### src/rtl/seq_div8_pkg.sv
// Shared definitions for the sequential restoring divider: FSM encoding and
// iteration-counter sizing.
package seq_div8_pkg;

  typedef enum logic [1:0] {
    IDLE = 2'd0,
    RUN  = 2'd1,
    DONE = 2'd2
  } state_t;

  // Counter wide enough to hold the iteration count WIDTH itself.
  function automatic int cnt_w(input int w);
    return $clog2(w) + 1;
  endfunction

endpackage

### src/rtl/seq_div8_bit_sub.sv
// Single-bit full-subtractor cell: D = A - B - Bin_in with borrow out.
module bit_sub (
  input  logic A,
  input  logic B,
  input  logic Bin_in,
  output logic D,
  output logic Bout
);

  assign D    = A ^ B ^ Bin_in;
  assign Bout = (~A & B) | (~(A ^ B) & Bin_in);

endmodule

### src/rtl/seq_div8.sv
// Multi-cycle unsigned restoring divider, one quotient bit per clock, using a
// ripple-borrow chain of bit_sub cells for the trial subtraction.
module seq_div8
  import seq_div8_pkg::*;
#(
  parameter int WIDTH = 8
) (
  input  logic             clk,
  input  logic             rst,
  input  logic             start,
  input  logic [WIDTH-1:0] Ain,
  input  logic [WIDTH-1:0] Bin,
  output logic             busy,
  output logic             done,
  output logic [WIDTH-1:0] Q,
  output logic [WIDTH-1:0] R,
  output logic             dbz
);

  localparam int CW = cnt_w(WIDTH);

  state_t           state, nxt;
  logic [WIDTH-1:0] dvd, dvs, quo, rem;
  logic [CW-1:0]    cnt;
  logic             zero;
  logic [WIDTH:0]   shifted, trial;
  logic [WIDTH-1:0] diff;
  logic             diff_top_unused;
  logic [WIDTH+1:0] brw;
  logic             last;

  assign shifted = {rem, dvd[WIDTH-1]};
  assign trial   = {1'b0, dvs};
  assign brw[0]  = 1'b0;
  assign last    = (cnt == CW'(WIDTH - 1));

  generate
    for (genvar i = 0; i < WIDTH; i++) begin : g_sub
      bit_sub u_cell (
        .A      (shifted[i]),
        .B      (trial[i]),
        .Bin_in (brw[i]),
        .D      (diff[i]),
        .Bout   (brw[i+1])
      );
    end
  endgenerate

  // Top cell only matters for its borrow; its difference bit is always 0 when kept.
  bit_sub u_cell_top (
    .A      (shifted[WIDTH]),
    .B      (trial[WIDTH]),
    .Bin_in (brw[WIDTH]),
    .D      (diff_top_unused),
    .Bout   (brw[WIDTH+1])
  );

  always_ff @(posedge clk) begin
    if (rst) state <= IDLE;
    else     state <= nxt;
  end

  always_comb begin
    nxt = state;
    case (state)
      IDLE:    if (start) nxt = (Bin != '0) ? RUN : DONE;
      RUN:     if (last) nxt = DONE;
      DONE:    nxt = IDLE;
      default: nxt = IDLE;
    endcase
  end

  always_comb begin
    busy = (state == RUN);
  end

  // Working registers are loaded on accept; results publish as DONE exits,
  // together with the registered done pulse.
  always_ff @(posedge clk) begin
    if (rst) begin
      cnt  <= '0;
      Q    <= '0;
      R    <= '0;
      dbz  <= 1'b0;
      done <= 1'b0;
    end else begin
      done <= (state == DONE);
      case (state)
        IDLE: if (start) begin
          dvd  <= Ain;
          dvs  <= Bin;
          rem  <= '0;
          quo  <= '0;
          cnt  <= '0;
          zero <= (Bin == '0);
        end
        RUN: begin
          rem <= brw[WIDTH+1] ? shifted[WIDTH-1:0] : diff;
          quo <= {quo[WIDTH-2:0], ~brw[WIDTH+1]};
          dvd <= {dvd[WIDTH-2:0], 1'b0};
          cnt <= cnt + CW'(1);
        end
        DONE: begin
          Q   <= zero ? '1  : quo;
          R   <= zero ? dvd : rem;
          dbz <= zero;
        end
        default: ;
      endcase
    end
  end

endmodule

### config.mk
export PLATFORM = sky130hd
export DESIGN_NAME = seq_div8
export DESIGN_NICKNAME = d
export VERILOG_FILES = /design/src/rtl/seq_div8_pkg.sv /design/src/rtl/seq_div8_bit_sub.sv /design/src/rtl/seq_div8.sv
export SDC_FILE = /design/constraint.sdc
export NUM_CORES = 1
export LEC_CHECK = 0
export CAP_MARGIN = 25
export CORE_MARGIN = 2
export CORE_UTILIZATION = 60
export DETAILED_ROUTE_END_ITERATION = 12
export DONT_BUFFER_PORTS = 1
export PLACE_DENSITY = 0.77
export SLEW_MARGIN = 20
export SYNTH_ARGS = -nofsm -noshare
export SYNTH_HDL_FRONTEND = slang
export SYNTH_SLANG_ARGS = --single-unit
export TNS_END_PERCENT = 5
### constraint.sdc
create_clock -name clk -period 8.3 [get_ports clk]
set_input_delay 1.66 -clock clk [delete_from_list [all_inputs] [get_ports clk]]
set_output_delay 1.66 -clock clk [all_outputs]
set_load 0.01 [all_outputs]
==> results of run 1 <==
[critical path, delay by kind of cell, from the launching register on]
family / cells / cell delay [ns]
fa+ha+maj: 8 / 2.92
compound gates: 1 / 0.26
simple gates: 2 / 0.49
buf+inv: 1 / 0.06
flops: 1 / 0.39
[cells by family (layout without fill, tap and decap cells)]
group	Yosys count	in the layout	share of synthesized area
mux	9	9	0.0363
flops	57	57	0.592
fa+ha+maj	9	9	0.0665
compound gates	34	34	0.104
simple gates	83	83	0.151
buf+inv	25	28	0.0503
[flip-flops by register name, summed over array words and instances (netlist names)]
register / flops
Q: 8
quo: 8
cnt: 4
dbz: 1
dvd: 8
rem: 8
R: 8
done: 1
zero: 1
state: 2
dvs: 8
[synthesized netlist by cell type]
cell,number
a211oi_1,22
a211oi_2,3
a21oi_1,3
a31oi_1,1
and2_1,9
buf_2,7
buf_4,2
buf_6,2
clkbuf_1,4
dfxtp_1,24
edfxtp_1,33
fa_1,7
ha_1,2
inv_1,10
mux2i_1,9
nand2_1,23
nand2b_1,2
nand2b_4,1
nand3_1,2
nor2_1,37
nor2_2,1
nor2b_1,2
nor3_1,2
o211a_1,1
o21ai_0,2
o22ai_1,1
o32ai_1,1
or3_1,2
or4_1,2
[cell type report]
| cell class | count | area, sq um | share of cell area |
|---|---|---|---|
| Tap cell | 50 | 62.6 | 0.0236 |
| Sequential cell | 57 | 1470 | 0.556 |
| Timing Repair Buffer | 2 | 15.0 | 0.00567 |
| Clock buffer | 13 | 149 | 0.0562 |
| Multi-Input combinational cell | 135 | 896 | 0.338 |
| Inverter | 10 | 37.5 | 0.0142 |
| Clock inverter | 3 | 16.3 | 0.00614 |
[final timing paths]
check | from | endpoint | slack [ns]
setup reg to reg | dvd[7] | rem[0] | 3.98
hold / removal | cnt[0] | cnt[0] | 0.51
setup / recovery | dvd[7] | rem[0] | 3.98
hold reg to reg | cnt[0] | cnt[0] | 0.51
[where the power goes]
part	total (uW)	leakage [uW]	internal (uW)	switching (uW)
Combinational	63.1	0.000394	24.3	38.8
Sequential	340	0.000511	324	16.4
Clock	218	0.0000811	115	103
Total	622	0.000986	463	158
[stage by stage]
step	total power, uW	utilization
3_3_place_gp	404	0.621
3_5_place_dp	410	0.621
4_1_cts	627	0.662
2_1_floorplan	398	-
6_report	622	0.662
5_1_grt	648	0.662
[per-layer routing]
metal	global-route usage	part of all wire	vias to the layer above
met1	0.248	0.43	711
li1	-	-	754
met2	0.302	0.46	63
met3	0.104	0.085	7
met5	0	0	-
met4	0.110	0.018	0
==> impl_metrics.yaml, run 1 <==
routing:
  wirelength_um: 4200
  wl_per_cell_um: 15.6
  vias: 1535
  dr.pass1.iters: 5
  drc_errors: 0
  antenna_left: 0
  drt-vias-per-instance: 5.69
  initialDrtViolationCount: 79
worst_setup_path:
  worst-setup-path-type: "reg -> reg"
  slowest_delay_ns: 0.41
  critPathSlowestCell: "nand2b_1"
  end_kind: "flop"
  cp_data_required_time_ns: 8.45
  worstPathCellList: "inv_1, ha_1, fa_1, fa_1, fa_1, fa_1, fa_1, fa_1, fa_1, nand2b_1, nor2_1, a211oi_1"
  crit_top_cell: "fa_1"
  cp-start-kind: "flop"
  worstPathArrival_ns: 4.46
  reg2reg_depth: 12
  crit_path_max_fanout: 17
sta:
  final-setup-viol-count: 0
  post-route-min-period_ns: 4.32
  hold_ws_ns: 0.511
  worst_slack_ns: 3.98
  finalHoldViolCount: 0
  max-slew-margin-rel: 0.495
  maxSlewViolCount: 0
  tightest_slew_ns: 0.757
  tns_ns: 0
  fmax_mhz: 232
  post-route-period-util: 0.520
  rsz0062_at_grt: "false"
  clock_skew_ns: 0.0115
global_route:
  antenna_found_initial: 0
  track_usage: 0.206
  grt_pass1_vias: 1510
  grt-ovfl-total: 0
  grt_first_pass_wirelength_um: 6700
  grt_max_degree: 35
clock_network:
  root_buffer: "clkbuf_8"
  htree_num_levels: 3
  ctsResizeCount: 0
  clkLatencyLatePin_ns: 0.33
  clkTransAtPathRegs_ns: 0.06
  cts.path.max_buffers: 2
  clkSinkCount: 57
  cts_tree: "done"
  post_cts_buffers: 0
  cts_hold_buf: 0
  cts_buffers: 9
cells_and_area:
  final_cell_mix: "37 x nor2_1, 33 x edfxtp_1, 24 x dfxtp_1"
  n_antenna_cell: 0
  post-route-cell-area_sq_um: 2650
  drive_gt1_frac: 0.0955
  syn2layout_area_growth_pct: 6.55
  nets: 243
  fin_cells: 270
  fill_cells: 306
  final_common_cell: "nor2_1"
power_and_ir_drop:
  p_leak_uw: 0.000986
  vdd_drop_max_mv: 0.161
  powerDensity_nw_per_um2: 235
placed_design:
  dp.cells: 254
  place.gp.congestion: 0.794
  dp_hpwl_um: 2920
  io_buffer_count: 0
  postPlaceCellArea_sq_um: 2480
  dp_worst_setup_slack_ns: 4.02
die:
  core-area_sq_um: 4000
  dieWidth_um: 68.4
  die_area_sq_um: 4670
  rows: 23
  top_level_ports: 38
  die_y_um: 68.4
  start_util: 0.621
run:
  cap_violations: 0
synth:
  synth.distinct_cells: 29
  syn-mean-instance-area_sq_um: 11.5
  synth_top_area_frac: 0.399
  yosysWarnings: 0
  synthCells: 217
  synth_area_leaders: "edfxtp_1 40%, dfxtp_1 19%, a211oi_1 6.6%"
  syn-cell-area_sq_um: 2480
  ys_ff_latch: 57
  yosysSeqAreaShare: 0.592
  synth_fp_nets: 245
  yosysTopAreaCell: "edfxtp_1"
min_path:
  worstHoldPathType: "reg -> reg"
  whs_path_depth: 1
status:
  status: "complete, no violations"
(Power assumes the default switching activity.)
==> run 2, diff against run 1 <==
--- a/config.mk
+++ b/config.mk
@@ -7,10 +7,10 @@
 export LEC_CHECK = 0
 export CAP_MARGIN = 25
 export CORE_MARGIN = 2
-export CORE_UTILIZATION = 60
+export CORE_UTILIZATION = 56
 export DETAILED_ROUTE_END_ITERATION = 12
 export DONT_BUFFER_PORTS = 1
-export PLACE_DENSITY = 0.77
+export PLACE_DENSITY = 0.75
 export SLEW_MARGIN = 20
 export SYNTH_ARGS = -nofsm -noshare
 export SYNTH_HDL_FRONTEND = slang
==> constraint.sdc (replaced) <==
create_clock -name clk -period 3.85 [get_ports clk]
set_input_delay 0.77 -clock clk [delete_from_list [all_inputs] [get_ports clk]]
set_output_delay 0.77 -clock clk [all_outputs]
set_load 0.01 [all_outputs]
==> run 2 against run 1 <==
  * Clock-buffer cell count up 1
  * Sequential cell count unchanged
  * First-iteration DRC count up 32%
  * Non-clock buffer count up 5
  * Clock power rose to 2.7 times the previous value
  * Clock skew down 0.0037 ns
  * Setup slack worse by 3.9 ns
  * Utilization down 0.71 points
  * Via count down 1.0%
  * Critical path depth unchanged
  * Critical endpoint unchanged
  * Largest power group unchanged
==> impl_metrics.yaml, run 2 (synthesis gave the netlist of run 1 again) <==
cells_and_area:
  n_antenna_cell: 0
  drive_gt1_frac: 0.178
  final_common_cell: "nor2_1"
  final_cell_mix: "37 x nor2_1, 33 x edfxtp_1, 24 x dfxtp_1"
  syn2layout_area_growth_pct: 13.9
  nets: 248
min_path:
  holdPathEnd: "Q[1]"
  whs_path_depth: 1
  worstHoldPathType: "in -> reg"
  hp-start: "rst"
sta:
  clock_skew_ns: 0.00781
  maxSlewViolCount: 0
  tightest_slew_ns: 0.777
  final-setup-viol-count: 0
  post-route-period-util: 0.971
  fmax_mhz: 268
  finalHoldViolCount: 0
  worst_slack_ns: 0.113
  tns_ns: 0
  max-slew-margin-rel: 0.482
  post-route-min-period_ns: 3.74
worst_setup_path:
  end_kind: "flop"
  crit_family: "adder cells"
  reg2reg_depth: 12
  path_buf_inv: 1
  cp_num_cells: 12
  worstPathCellList: "ha_1, fa_1, fa_2, fa_2, fa_2, fa_2, fa_2, fa_2, nand2b_4, buf_12, nor2_1, a211oi_2"
  critPathSlowestCell: "edfxtp_1"
  cp_data_required_time_ns: 4.01
  r2r_end: "rem[0]"
  worstSetupStartpoint: "dvs[0]"
  crit_path_max_fanout: 9
  r2r_slack_ns: 0.11
  slowest_delay_ns: 0.38
  crit_top_cell: "fa_2"
  cp-start-kind: "flop"
  worst-setup-path-type: "reg -> reg"
  r2r_start: "dvs[0]"
  worstPathArrival_ns: 3.90
clock_network:
  root_buffer: "clkbuf_8"
  clkSinkCount: 57
  clkTransAtPathRegs_ns: 0.06
  clkLatencyLatePin_ns: 0.34
  cts_tree: "done"
  cts.path.max_buffers: 2
  htree_num_levels: 3
  cts_buffers: 9
placed_design:
  dp_hpwl_um: 2700
  io_buffer_count: 0
  dp_worst_setup_slack_ns: -0.0467
  place.gp.congestion: 0.743
routing:
  drt-vias-per-instance: 5.48
  drc_errors: 0
  antenna_left: 0
  vias: 1519
  wirelength_um: 4170
  initialDrtViolationCount: 104
  wl_per_cell_um: 15.1
  dr.pass1.iters: 4
die:
  die_y_um: 70.6
  start_util: 0.575
  dieWidth_um: 70.6
  top_level_ports: 38
  rows: 24
  die_area_sq_um: 4990
  core-area_sq_um: 4320
power_and_ir_drop:
  powerDensity_nw_per_um2: 530
  total_power_uw: 1500
  p_leak_uw: 0.00107
  vdd_drop_max_mv: 0.312
global_route:
  grt_first_pass_wirelength_um: 6660
  grt-ovfl-total: 0
  grt_pass1_vias: 1406
  grt_max_degree: 27
  antenna_found_initial: 0
  track_usage: 0.182
run:
  cap_violations: 0
status:
  status: "complete, no violations"
## run 2: changes by cell type in the layout (fill, tap and decap cells not counted), moves of 2 or more
cell	change
a211oi_1	-4
a211oi_2	+4
buf_12	+2
clkbuf_1	-2
clkbuf_8	+3
fa_1	-6
fa_2	+6
## run 2: per-stage QoR
stage	util	area, sq um	instances	hold WS [ns]
floorplan	-	2500	217	0.466
global route	0.655	2830	277	0.471
detailed placement	0.582	2520	258	0.486
CTS	0.642	2780	275	0.475
global placement	0.582	2520	258	0.477
finish	0.655	2830	277	0.490
## run 2: layer usage
| layer | vias up | global-route usage | wire length (um) |
|---|---|---|---|
| met5 | - | 0 | 0 |
| met1 | 698 | 0.257 | 1940 |
| li1 | 764 | - | - |
| met4 | 0 | 0.101 | 96 |
| met3 | 9 | 0.0726 | 291 |
| met2 | 48 | 0.240 | 1840 |
## run 2: repair_timing
item                                   4_1_cts  5_1_grt
resized for setup                            5        6
gates cloned                                 1        0
hold buffers                                 0        0
endpoints found under the hold margin        0        0
setup endpoints to repair                    8        8
buffers inserted                             0        1
## run 2: worst max path at each step
stage	to	slack, ns
final	rem[0]	0.11
after detailed placement	rem[6]	-0.05
after floorplan	rem[6]	0.04
after global routing	rem[0]	-0.005
after global placement	rem[7]	0.02
after CTS	rem[6]	0.02
## run 2: final cells by class
class                      instances  area [sq um]
multi-input combinational        135           938
inverter                          10          37.5
sequential                        57          1470
clock buffer                      14           183
clock inverter                     2          35.0
fill                             330          1490
tap                               52          65.1
timing repair buffer               7           101
## run 2: where the power goes
part,switching (uW),internal (uW)
clock,225,369
combinational,94.0,78.7
sequential,35.1,698
total,354,1150
